`src/rtl/ram_readout_ctrl_if.sv`:
```
// rtl/ram_readout_ctrl_if.sv - readback port bundle between the DRAM/core top level and ram_readout_ctrl
interface ram_readout_ctrl_if #(
   parameter int ADDR_W = 8,
   parameter int DATA_W = 8,
   parameter int NCORES = 8
);
   logic [NCORES-1:0] busy;
   logic              start_scan;
   logic              manual_rd;
   logic [ADDR_W-1:0] sel_addr;
   logic [DATA_W-1:0] ram_q;
   logic              own;
   logic [ADDR_W-1:0] ram_addr;
   logic [DATA_W-1:0] rd_data;
   logic [ADDR_W-1:0] rd_addr;
   logic              valid;
   logic              done;
   logic [DATA_W-1:0] checksum;

   modport slave (
      input  busy, start_scan, manual_rd, sel_addr, ram_q,
      output own, ram_addr, rd_data, rd_addr, valid, done, checksum
   );

   modport master (
      output busy, start_scan, manual_rd, sel_addr, ram_q,
      input  own, ram_addr, rd_data, rd_addr, valid, done, checksum
   );
endinterface

```
`src/rtl/ram_readout_ctrl.sv`:
```
// rtl/ram_readout_ctrl.sv - post-run DRAM readback (manual/auto-scan); optional scan checksum under READOUT_CHECKSUM_EN
module ram_readout_ctrl #(
   parameter int ADDR_W   = 8,
   parameter int DATA_W   = 8,
   parameter int NCORES   = 8,
   parameter int QUAL_CYC = 4,
   parameter int HOLD_CYC = 16
) (
   input logic clk,
   input logic rst,
   ram_readout_ctrl_if.slave bus
);
   localparam int QW = (QUAL_CYC > 1) ? $clog2(QUAL_CYC + 1) : 1;
   localparam int HW = (HOLD_CYC > 1) ? $clog2(HOLD_CYC + 1) : 1;
   localparam logic [ADDR_W-1:0] ADDR_MAX = '1;
   localparam logic [QW-1:0] QUAL_LAST = QW'(QUAL_CYC - 1);
   localparam logic [HW-1:0] HOLD_LAST = HW'(HOLD_CYC - 1);

   typedef enum logic [2:0] {
      S_WAIT_IDLE,
      S_OWNED,
      S_RD_ADDR,
      S_RD_CAP,
      S_SCAN_ADDR,
      S_SCAN_CAP,
      S_SCAN_HOLD
   } state_t;

   state_t            state, state_n;
   logic [QW-1:0]     qual_cnt, qual_cnt_n;
   logic [HW-1:0]     hold_cnt, hold_cnt_n;
   logic [ADDR_W-1:0] ram_addr_r, ram_addr_n;
   logic [DATA_W-1:0] rd_data_r, rd_data_n;
   logic [ADDR_W-1:0] rd_addr_r, rd_addr_n;
   logic              valid_r, valid_n;
   logic              done_r, done_n;
   logic              armed, armed_n;
   logic              own_r;
   logic              man_d;
   logic              busy_any;
   logic              man_rise;

   assign busy_any = |bus.busy;
   assign man_rise = bus.manual_rd & ~man_d;

   // State and datapath registers; own follows the owned states one cycle late and drops with busy
   always_ff @(posedge clk or posedge rst) begin
      if (rst) begin
         state      <= S_WAIT_IDLE;
         qual_cnt   <= '0;
         hold_cnt   <= '0;
         ram_addr_r <= '0;
         rd_data_r  <= '0;
         rd_addr_r  <= '0;
         valid_r    <= 1'b0;
         done_r     <= 1'b0;
         armed      <= 1'b1;
         own_r      <= 1'b0;
         man_d      <= 1'b0;
      end else begin
         state      <= state_n;
         qual_cnt   <= qual_cnt_n;
         hold_cnt   <= hold_cnt_n;
         ram_addr_r <= ram_addr_n;
         rd_data_r  <= rd_data_n;
         rd_addr_r  <= rd_addr_n;
         valid_r    <= valid_n;
         done_r     <= done_n;
         armed      <= armed_n;
         own_r      <= (state != S_WAIT_IDLE) && !busy_any;
         man_d      <= bus.manual_rd;
      end
   end

   // Next-state and datapath updates; busy in any owned state abandons the read and releases the port
   always_comb begin
      state_n    = state;
      qual_cnt_n = qual_cnt;
      hold_cnt_n = hold_cnt;
      ram_addr_n = ram_addr_r;
      rd_data_n  = rd_data_r;
      rd_addr_n  = rd_addr_r;
      valid_n    = 1'b0;
      done_n     = done_r;
      armed_n    = armed | ~bus.start_scan;
      if (state != S_WAIT_IDLE && busy_any) begin
         state_n    = S_WAIT_IDLE;
         qual_cnt_n = '0;
         hold_cnt_n = '0;
         done_n     = 1'b0;
      end else begin
         case (state)
            S_WAIT_IDLE: begin
               if (busy_any) begin
                  qual_cnt_n = '0;
               end else if (qual_cnt == QUAL_LAST) begin
                  qual_cnt_n = '0;
                  state_n    = S_OWNED;
               end else begin
                  qual_cnt_n = qual_cnt + 1'b1;
               end
            end
            S_OWNED: begin
               // Commands wait until own is actually visible to the top-level mux
               if (own_r) begin
                  if (bus.start_scan && armed) begin
                     state_n    = S_SCAN_ADDR;
                     ram_addr_n = '0;
                     done_n     = 1'b0;
                     armed_n    = 1'b0;
                  end else if (man_rise) begin
                     state_n    = S_RD_ADDR;
                     ram_addr_n = bus.sel_addr;
                  end
               end
            end
            S_RD_ADDR: state_n = S_RD_CAP;
            S_RD_CAP: begin
               rd_data_n = bus.ram_q;
               rd_addr_n = ram_addr_r;
               valid_n   = 1'b1;
               state_n   = S_OWNED;
            end
            S_SCAN_ADDR: state_n = S_SCAN_CAP;
            S_SCAN_CAP: begin
               rd_data_n  = bus.ram_q;
               rd_addr_n  = ram_addr_r;
               valid_n    = 1'b1;
               hold_cnt_n = '0;
               state_n    = S_SCAN_HOLD;
            end
            S_SCAN_HOLD: begin
               if (hold_cnt == HOLD_LAST) begin
                  hold_cnt_n = '0;
                  if (ram_addr_r == ADDR_MAX) begin
                     done_n  = 1'b1;
                     state_n = S_OWNED;
                  end else begin
                     ram_addr_n = ram_addr_r + 1'b1;
                     state_n    = S_SCAN_ADDR;
                  end
               end else begin
                  hold_cnt_n = hold_cnt + 1'b1;
               end
            end
            default: state_n = S_WAIT_IDLE;
         endcase
      end
   end

`ifdef READOUT_CHECKSUM_EN
   logic [DATA_W-1:0] sum_r;

   // Running sum of scan captures, restarted whenever a new scan begins
   always_ff @(posedge clk or posedge rst) begin
      if (rst) begin
         sum_r <= '0;
      end else if (state == S_OWNED && state_n == S_SCAN_ADDR) begin
         sum_r <= '0;
      end else if (state == S_SCAN_CAP && state_n == S_SCAN_HOLD) begin
         sum_r <= sum_r + bus.ram_q;
      end
   end

   assign bus.checksum = sum_r;
`else
   assign bus.checksum = '0;
`endif

   assign bus.own      = own_r;
   assign bus.ram_addr = ram_addr_r;
   assign bus.rd_data  = rd_data_r;
   assign bus.rd_addr  = rd_addr_r;
   assign bus.valid    = valid_r;
   assign bus.done     = done_r;
endmodule

```
`src/flat_wrapper.sv`:
```
// flat-port wrapper written by rule: the top's interface ports become plain ports
module ram_readout_ctrl_flat 
#(
   parameter int ADDR_W   = 8,
   parameter int DATA_W   = 8,
   parameter int NCORES   = 8,
   parameter int QUAL_CYC = 4,
   parameter int HOLD_CYC = 16
)
  (clk, rst, bus_busy, bus_start_scan, bus_manual_rd, bus_sel_addr, bus_ram_q, bus_own, bus_ram_addr, bus_rd_data, bus_rd_addr, bus_valid, bus_done, bus_checksum);
  ram_readout_ctrl_if #(.ADDR_W(ADDR_W), .DATA_W(DATA_W), .NCORES(NCORES)) bus_i ();
  input logic clk;
  input logic rst;
  input wire logic [$bits(bus_i.busy)-1:0] bus_busy;
  input wire logic [$bits(bus_i.start_scan)-1:0] bus_start_scan;
  input wire logic [$bits(bus_i.manual_rd)-1:0] bus_manual_rd;
  input wire logic [$bits(bus_i.sel_addr)-1:0] bus_sel_addr;
  input wire logic [$bits(bus_i.ram_q)-1:0] bus_ram_q;
  output wire logic [$bits(bus_i.own)-1:0] bus_own;
  output wire logic [$bits(bus_i.ram_addr)-1:0] bus_ram_addr;
  output wire logic [$bits(bus_i.rd_data)-1:0] bus_rd_data;
  output wire logic [$bits(bus_i.rd_addr)-1:0] bus_rd_addr;
  output wire logic [$bits(bus_i.valid)-1:0] bus_valid;
  output wire logic [$bits(bus_i.done)-1:0] bus_done;
  output wire logic [$bits(bus_i.checksum)-1:0] bus_checksum;
  assign bus_i.busy = bus_busy;
  assign bus_i.start_scan = bus_start_scan;
  assign bus_i.manual_rd = bus_manual_rd;
  assign bus_i.sel_addr = bus_sel_addr;
  assign bus_i.ram_q = bus_ram_q;
  assign bus_own = bus_i.own;
  assign bus_ram_addr = bus_i.ram_addr;
  assign bus_rd_data = bus_i.rd_data;
  assign bus_rd_addr = bus_i.rd_addr;
  assign bus_valid = bus_i.valid;
  assign bus_done = bus_i.done;
  assign bus_checksum = bus_i.checksum;
  ram_readout_ctrl #(.ADDR_W(ADDR_W), .DATA_W(DATA_W), .NCORES(NCORES), .QUAL_CYC(QUAL_CYC), .HOLD_CYC(HOLD_CYC)) u_core (.clk(clk), .rst(rst), .bus(bus_i));
endmodule
```
`config.mk`:
```
export PLATFORM = sky130hd
export DESIGN_NAME = ram_readout_ctrl_flat
export DESIGN_NICKNAME = d
export VERILOG_FILES = /design/src/rtl/ram_readout_ctrl_if.sv /design/src/rtl/ram_readout_ctrl.sv /design/src/flat_wrapper.sv
export SDC_FILE = /design/constraint.sdc
export NUM_CORES = 1
export LEC_CHECK = 0
export CORE_MARGIN = 2
export CORE_UTILIZATION = 43
export DETAILED_ROUTE_END_ITERATION = 8
export GPL_ROUTABILITY_DRIVEN = 0
export HOLD_SLACK_MARGIN = 0.02
export PLACE_DENSITY = 0.76
export SLEW_MARGIN = 20
export SYNTH_ARGS = -nofsm -noshare
export SYNTH_HDL_FRONTEND = slang
export SYNTH_SLANG_ARGS = --single-unit
```
`constraint.sdc`:
```
create_clock -name clk -period 2.1 [get_ports clk]
set_input_delay 0.63 -clock clk [delete_from_list [all_inputs] [get_ports clk]]
set_output_delay 0.63 -clock clk [all_outputs]
set_load 0.05 [all_outputs]
```
==> results.txt <==
post-layout util -> 62.5%
CTS Root Cell -> clkbuf_8
Antenna diodes -> 0
Starting DRT DRC Count -> 189
Most used DFF post-synth -> dfrtp_1
Leak Pwr -> 1.63 nW
worst skew pair latency -> 0.30 ns
final setup fails -> 0
Global Route Usage Sum -> 19.9%
CP arrival -> 2.25 ns
asr flop ratio synth -> 100%
1st-pass router iterations -> 4
most frequent cells in the layout -> buf_4 (53), dfrtp_1 (37), clkdlybuf4s50_1 (22)
crit-path max FO -> 5
max cap viols -> 0
vias in the first global route -> 2056
CTS Buffer Depth -> 2
Post-synth EDFFs -> 0
I/O pins -> 63
Mapped Area -> 0.00228 mm²
floorplan row count -> 26
die area -> 0.00591 mm²
DR WL/cell -> 15.3 µm
DP Worst Slack -> -0.369 ns
min Tclk post-route -> 2.06 ns
critical path data required time -> 2.29 ns
fmax -> 486 MHz
Max Clock Skew -> 0.00656 ns
Gate Count Post-Synth -> 210
routed vias -> 2026
hold bufs inserted after CTS -> 0
design area -> 0.00319 mm²
RSZ-0062 raised after global routing -> no
Layout area overhead -> 39.7%
type of the most critical hold path -> flip-flop to flip-flop
kind of critical path -> input port to flip-flop
clock sinks -> 40
count of cell types in the netlist -> 59
Port Buffers -> 54
largest net degree at the start of global routing -> 41
Starting Density -> 44.7%
vias per cell -> 5.57
H-tree depth -> 2
initial antenna violation count -> 0
final hold violations -> 0
Synth area leader -> dfrtp_1
Synth warnings -> 0
routed wire length -> 5.56 mm
total grt overflow -> 0
total CTS buffers -> 5
Slew headroom -> 66.5%
final setup margin -> 0.0416 ns
CTS tree -> done
Die X-Extent -> 76.9 µm
Placed Area -> 0.00301 mm²
Synth top area share -> 42.7%
#FFs+latches synth -> 40
CP Launch Type -> input port
most common library cell in the layout ignoring fill and taps -> buf_4
clock slew at reported path FFs -> 0.08 ns
post-synthesis sequential area ratio -> 43.9%
Post-DRT Antenna Nets -> 0
post-synthesis average cell area -> 10.9 µm²
pwr/cell area -> 486 mW/mm²
DR DRC count -> 0
share of cells above drive strength 1 -> 30.3%
first-pass GRT wire length -> 9.49 mm
core region area -> 0.00511 mm²
fin. max-slew vios -> 0
Nets -> 324
Slew @ Worst Pin -> 0.502 ns
period utilisation layout -> 98.0%
die height -> 76.9 µm
Peak supply drop -> 375 µV
CP Capture Type -> flip-flop
post-DP HPWL -> 4.05 mm
status -> complete, no violations
Fillers -> 436
setup TNS -> 0 ns
Synth area leaders -> dfrtp_1 (43%), mux2_1 (4.4%), mux2_2 (3.5%)
## registers in the layout, summed over array words and instances (netlist names)
name and flops:
u_core.bus.ram_addr 8, u_core.bus.rd_addr 8, u_core.bus.rd_data 8, u_core.hold_cnt 5
u_core.qual_cnt 3, u_core.state 3, u_core.armed 1, u_core.bus.done 1
u_core.bus.own 1, u_core.bus.valid 1, u_core.man_d 1
## through the flow
step,total power [mW],hold slack (ns),cells
after CTS,1.57,0.501,361
after floorplan,0.856,0.464,217
final,1.55,0.488,364
after global routing,1.61,0.523,364
after global placement,0.921,0.472,352
after detailed placement,0.922,0.481,352
## cells in the mapped netlist (all sizes together) (3+ instances only)
library cell / instances
a22oi: 3
clkbuf: 4
o2111ai: 4
inv: 5
mux2: 18
ha: 3
nor3: 3
and3: 3
nor2b: 4
a21oi: 9
mux2i: 4
and2: 4
o21ai: 8
nand2: 18
a31oi: 10
dfrtp: 39
nor2: 9
nand3: 6
a21boi: 3
buf: 14
## cell type report
cell class                      instances  area [µm²]  share of cell area, %
Multi-Input combinational cell        154        1180                   37.0
Sequential cell                        40        1000                   31.5
Timing Repair Buffer                   87         783                   24.5
Tap cell                               70        87.6                   2.74
Clock buffer                            5        68.8                   2.16
Clock inverter                          3        46.3                   1.45
Inverter                                5        18.8                  0.588
## cell families (layout without fill, tap and decap cells)
group / after synthesis / count (layout) / synth area share [%]
adders and majority gates: 3 / 3 / 1.64
buffers and inverters: 23 / 100 / 6.41
xor gates and xnor gates: 1 / 1 / 0.383
DFF: 40 / 40 / 43.9
other: 1 / 8 / 0.164
muxes: 22 / 22 / 11.0
and+or+nand+nor: 62 / 62 / 17.0
AOI/OAI and AO/OA: 58 / 58 / 19.6
## worst paths after layout
kind	endpoint	slack, ns	cells past startpoint	start
max in group asynchronous	u_core.armed	1.18	3	rst
setup / recovery	u_core.bus.ram_addr[0]	0.04	6	bus_busy[7]
hold reg to reg	u_core.bus.rd_data[0]	0.49	1	u_core.bus.rd_data[0]
hold / removal	u_core.bus.rd_data[0]	0.49	1	u_core.bus.rd_data[0]
setup reg to reg	u_core.bus.ram_addr[0]	0.16	5	u_core.bus.ram_addr[0]
min in group asynchronous	u_core.bus.done	0.67	3	rst
## repair_timing
| item | CTS | global route |
|---|---|---|
| gates resized for setup | 0 | 13 |
| setup buffers | 1 | 3 |
| gates cloned | 0 | 0 |
| pin swaps | 2 | 3 |
| endpoints found under the setup margin | 2 | 22 |
## routing by layer
layer  track usage (%)  wire length, µm  share of wire (%)
met1              26.1             2430                 44
met2              32.4             2720                 49
met3              4.12              331                6.0
met4              7.27               74                1.3
met5                 0                0                  0
## power breakdown
| part | switching (mW) | internal, mW | leakage (nW) |
|---|---|---|---|
| clock network | 0.284 | 0.358 | 0.0548 |
| registers | 0.000621 | 0.771 | 0.540 |
| logic | 0.0726 | 0.0638 | 1.04 |
| total | 0.358 | 1.19 | 1.63 |
## worst max-delay path, cell delays in order
cell and delay, ns:
clkdlybuf4s50_1 0.43, nor4_4 0.24, buf_4 0.16, a21oi_2 0.08, a211oi_4 0.36, mux2_4 0.34
Power figures use the tool's default switching activity.
==> variant 1, RTL diff (same settings) <==
Add a define of `READOUT_CHECKSUM_EN`.
--- a/src/rtl/ram_readout_ctrl.sv
+++ b/src/rtl/ram_readout_ctrl.sv
@@ -1,3 +1,5 @@
 // rtl/ram_readout_ctrl.sv - post-run DRAM readback (manual/auto-scan); optional scan checksum under READOUT_CHECKSUM_EN
+`define READOUT_CHECKSUM_EN
+
 module ram_readout_ctrl #(
    parameter int ADDR_W   = 8,
Function: changed (Yosys sat finds a counterexample within 10 cycles, from zero or initial values and one cycle with rst high).
==> variant 1 against the unedited design <==
Cell count rose by 30%; synthesized cell count rose by 41%; largest cell class unchanged; count of clock-buffer cells in the layout did not move; setup slack improved by 7.3 ps; clock power rose by 26%; sequential cell count rose by 8; synthesized area rose by 14%; non-clock buffer count rose by 20; register-to-register slack got worse by 40 ps; routed wire length rose by 23%; global-route usage rose by 2.2 points; total power rose by 20%; design area rose by 19%.
==> variant 1: results (changes against the unedited design) <==
stage	metric	value	unit	change
worst_setup_path	critical_path.startpoint	u_core.bus.valid		
global_route	grt_usage	0.220		+0.0218
timing	finalClockSkew	6.01	ps	-0.545 ps
placed_design	place_ws	-528	ps	-159 ps
worst_setup_path	critPathMaxStageDelay	790	ps	+360 ps
yosys	async_flop_share	1.00		unchanged
global_route	grt_max_degree	49		+20%
power_and_ir_drop	p_leak	1.98	nW	+21%
yosys	synth-seq-area-share	0.462		+0.0234
worst_setup_path	crit_slowest_cell	clkdlybuf4s50_1		
worst_setup_path	critical_path.endpoint	bus_valid		
yosys	syn-num-nets	336		
worst_setup_path	r2r_cells	6		+1
timing	maxSlewHeadroom	0.673		+0.00840
placed_design	dp_cells	462		+31%
status	status	complete, no violations		
cells_and_area	nets	438		+35%
cells_and_area	drive_above_1_share	0.285		-0.0177
placed_design	dpl.hpwl	5.03	mm	+24%
worst_setup_path	reg2reg_to	u_core.bus.checksum[4]		
global_route	use_met1	0.284		+0.0235
power_and_ir_drop	peakVddDrop	0.000371	V	-1.2%
clock_network	clk_pin_slew	90	ps	
global_route	use_met2	0.383		+0.0592
global_route	grt_use_met3	0.0440		+0.00278
drt	dr.pass1.iters	4		unchanged
drt	wl_per_cell	14.4	um	-5.4%
global_route	antenna_found_initial	0		unchanged
yosys	netlist_top_cells_count	nand2_1, dfrtp_1, a21oi_1		
drt	wirelength	6.86	mm	+23%
timing	fmax	488	MHz	+0.35%
drt	vias	2515		+24%
drt	drtIter0Drc	134		-29%
worst_setup_path	r2r-start	u_core.bus.ram_addr[1]		
hold_path	hold_path.class	flip-flop to flip-flop		
worst_setup_path	critical_path_peak_fanout	1		-4
cells_and_area	antenna_cells	0		unchanged
yosys	syn-instance-count	297		+41%
placed_design	port_buffers	62		+15%
yosys	ys_types	47		-20%
worst_setup_path	arrival	1420	ps	-830 ps
global_route	grt_pass1_wl	11.5	mm	+21%
power_and_ir_drop	p_sw	0.000389	W	+8.7%
yosys	synth_area_leaders	dfrtp_1, nand2_1, a21oi_1, ha_1, nand3_1		
worst_setup_path	r2r_slack	120	ps	-40 ps
-- variant 1: cell types whose count changed in the layout (fill, tap and decap cells not counted), sizes merged, moves of 10 or more --
cell | before | now
a21oi | 9 | 27
buf | 55 | 76
mux2 | 18 | 0
nand2 | 18 | 68
nand3 | 6 | 18
nor2 | 9 | 19
o21ai | 8 | 21
-- variant 1: cells by family after synthesis --
family / after synthesis / synth area share
AOI/OAI and AO/OA: 68 / 0.149
xor gates and xnor gates: 7 / 0.0236
adders and majority gates: 12 / 0.0596
buffers and inverters: 21 / 0.0365
DFF: 48 / 0.462
muxes: 3 / 0.0115
and+or+nand+nor: 138 / 0.258
-- variant 1: how the worst min path moves through the flow --
stage | from | to | depth (start not counted)
after floorplan | u_core.hold_cnt[4] | u_core.hold_cnt[4] | 1
after global placement | u_core.bus.rd_data[5] | u_core.bus.rd_data[5] | 2
after detailed placement | u_core.bus.rd_addr[0] | u_core.bus.rd_addr[0] | 2
after CTS | u_core.bus.rd_addr[0] | u_core.bus.rd_addr[0] | 2
after global routing | u_core.bus.checksum[7] | u_core.bus.checksum[7] | 1
final | u_core.bus.rd_addr[0] | u_core.bus.rd_addr[0] | 2
-- variant 1: repair_timing --
action | 4_1_cts | 5_1_grt
endpoints found under the setup margin | 20 | 15
setup buffers | 3 | 2
pin swaps | 11 | 11
gates resized for setup | 30 | 12
-- variant 1: power groups by stage --
stage / combinational, W / sequential [W] / clock, W
after floorplan: 0.0000397 / 0.000945 / 0
after global placement: 0.000127 / 0.000944 / 0
after detailed placement: 0.000129 / 0.000944 / 0
after CTS: 0.000127 / 0.000926 / 0.000831
after global routing: 0.000139 / 0.000927 / 0.000855
final: 0.000126 / 0.000927 / 0.000810
-- variant 1: area by class of cell --
cell class | instances | area (sq um)
well taps | 75 | 93.8
inverters | 9 | 33.8
multi-input cells | 228 | 1390
fillers | 502 | 2100
repair buffers | 107 | 921
flip-flops and latches | 48 | 1200
clock inverters | 3 | 68.8
clock buffers | 5 | 68.8
-- variant 1: through the flow --
stage	hold slack (ps)	cell area, sq um	setup TNS, ps
6_report	483	3780	0
5_1_grt	516	3780	-2.22
4_1_cts	489	3740	0
3_5_place_dp	466	3520	-11030
3_3_place_gp	461	3520	-9950
2_1_floorplan	446	2630	0
-- variant 1: routing by layer --
metal,routed length (um),up-vias
li1,-,1232
met1,3060,1207
met2,3390,69
met3,337,7
met4,72,0
met5,0,-
==> variant 2, RTL diff (config.mk and constraints unchanged) <==
Made on the original files. The 7 states of `state_t` get a one-hot encoding in 7 bits.
--- a/src/rtl/ram_readout_ctrl.sv
+++ b/src/rtl/ram_readout_ctrl.sv
@@ -17,12 +17,12 @@
    localparam logic [HW-1:0] HOLD_LAST = HW'(HOLD_CYC - 1);
 
-   typedef enum logic [2:0] {
-      S_WAIT_IDLE,
-      S_OWNED,
-      S_RD_ADDR,
-      S_RD_CAP,
-      S_SCAN_ADDR,
-      S_SCAN_CAP,
-      S_SCAN_HOLD
+   typedef enum logic [6:0] {
+      S_WAIT_IDLE = 7'b0000001,
+      S_OWNED     = 7'b0000010,
+      S_RD_ADDR   = 7'b0000100,
+      S_RD_CAP    = 7'b0001000,
+      S_SCAN_ADDR = 7'b0010000,
+      S_SCAN_CAP  = 7'b0100000,
+      S_SCAN_HOLD = 7'b1000000
    } state_t;
 
Function: same outputs for any inputs over 10 cycles, from zero or initial values and one cycle with rst high; not proved beyond that.
==> variant 2 against the unedited design <==
The flow now finishes with violations (negative setup slack); sequential power is 10% higher; synthesized cell count up 9.0%; design area grew 8.7%; synthesized area is 5.8% higher; register-to-register slack lost 160 ps; sequential cell count rose by 4; global-route usage up 0.27 points; setup slack lost 45 ps; routed wire length grew 9.7%; total power is 0.42% lower; clock skew is 0.53 ps lower; largest cell class unchanged.
==> variant 2: results (changes against the unedited design) <==
stage	metric	value	unit	change
power_and_ir_drop	p_leak	1.60	nW	-2.0%
yosys	synth-seq-area-share	0.457		+0.0181
timing	finalClockSkew	6.03	ps	-0.527 ps
status	violations	negative setup slack		
drt	drtIter0Drc	157		-17%
global_route	grt_max_degree	21		-49%
yosys	synth_area_leaders	dfrtp_1, mux2_2, nor4_4, nand2_1, a21oi_1		
placed_design	dp_cells	381		+8.2%
worst_setup_path	arrival	2280	ps	+30 ps
cells_and_area	nets	349		+7.7%
worst_setup_path	r2r_cells	7		+2
yosys	synth_compound_area_frac	0.151		-0.0448
drt	wl_per_cell	15.6	um	+2.1%
yosys	ys_types	52		-12%
worst_setup_path	critPathTopFamily	simple AND/OR/NAND/NOR gates		
cells_and_area	drive_above_1_share	0.389		+0.0860
global_route	grt_usage	0.201		+0.00273
drt	wirelength	6.09	mm	+9.7%
hold_path	hold_start	bus_manual_rd		
global_route	grt_pass1_wl	9.85	mm	+3.8%
yosys	syn-instance-count	229		+9.0%
yosys	synth_xor_area_frac	0.0181		+0.0143
drt	via_per_inst	5.42		-2.7%
hold_path	hold_path.class	input port to flip-flop		
timing	setup_violations	2		+2
timing	fin_setup_tns	-3.76	ps	-3.76 ps
worst_setup_path	crit_slowest_cell	dfrtp_1		
worst_setup_path	critical_path_peak_fanout	8		+3
status	status	finished with violations		
yosys	synthMuxAreaShare	0.0792		-0.0303
hold_path	whs_endpoint	u_core.man_d		
yosys	synthAdderAreaFrac	0.0155		-0.000893
timing	setup_ws	-2.94	ps	-44.6 ps
placed_design	dpl.hpwl	4.36	mm	+7.7%
==> variant 2: changes by cell type after synthesis, sizes merged, moves of 4 or more <==
| cell | before | now |
|---|---|---|
| nor2 | 9 | 13 |
| nand3 | 6 | 11 |
| a22o | 0 | 4 |
| xnor2 | 0 | 4 |
| mux2i | 4 | 0 |
| a21oi | 9 | 14 |
| nor4 | 2 | 6 |
| or2 | 0 | 4 |
==> variant 2: layout make-up <==
class                      count  area, sq um
fill                         458         2000
tap                           72         90.1
timing repair buffer          92          835
multi-input combinational    168         1320
sequential                    44         1110
clock inverter                 1         7.51
inverter                       7         26.3
clock buffer                   7         86.3
==> variant 2: worst max-delay path by stage <==
stage	from	to	slack (ps)	depth (start not counted)
after CTS	u_core.state[2]	u_core.bus.rd_addr[7]	-40	7
after detailed placement	bus_busy[5]	u_core.bus.rd_addr[0]	-530	7
after floorplan	bus_busy[2]	u_core.bus.rd_addr[7]	-160	6
after global placement	bus_busy[5]	u_core.bus.rd_addr[3]	-480	7
final	u_core.state[2]	u_core.bus.rd_data[4]	-3	7
after global routing	u_core.state[2]	u_core.bus.rd_data[4]	-80	7
==> variant 2: repair_timing <==
item                       CTS  global route
gates resized for setup     26            23
cloned                       1             0
pin swaps                   10             9
setup endpoints to repair   28            25
buffers inserted             0             2
==> variant 2: through the flow <==
| step | power [W] | utilization | setup slack (ps) | instance area, sq um | hold slack [ps] |
|---|---|---|---|---|---|
| 2_1_floorplan | 0.000939 | - | -161 | 2520 | 462 |
| 3_3_place_gp | 0.00101 | 0.595 | -477 | 3260 | 479 |
| 3_5_place_dp | 0.00101 | 0.595 | -530 | 3260 | 495 |
| 4_1_cts | 0.00156 | 0.619 | -42.0 | 3390 | 511 |
| 5_1_grt | 0.00162 | 0.634 | -81.9 | 3470 | 478 |
| 6_report | 0.00154 | 0.634 | -2.94 | 3470 | 490 |
==> variant 2: metal layers <==
metal	GRT usage	vias up	wire, um
met4	0.0690	0	135
met1	0.254	1024	2720
met3	0.0398	13	285
met2	0.345	80	2960
li1	-	1001	-
met5	0	-	0
==> variant 2: power breakdown <==
group	leakage (nW)	internal, W	switching [W]	total [W]
Combinational	0.961	0.0000617	0.0000753	0.000137
Sequential	0.592	0.000848	0.00000133	0.000849
Clock	0.0445	0.000268	0.000289	0.000557
==> variant 2: logic make-up after synthesis <==
group | Yosys count
simple gates | 82
compound gates | 53
flops | 44
buf+inv | 24
mux | 17
xor+xnor | 5
fa+ha+maj | 3
other cells | 1
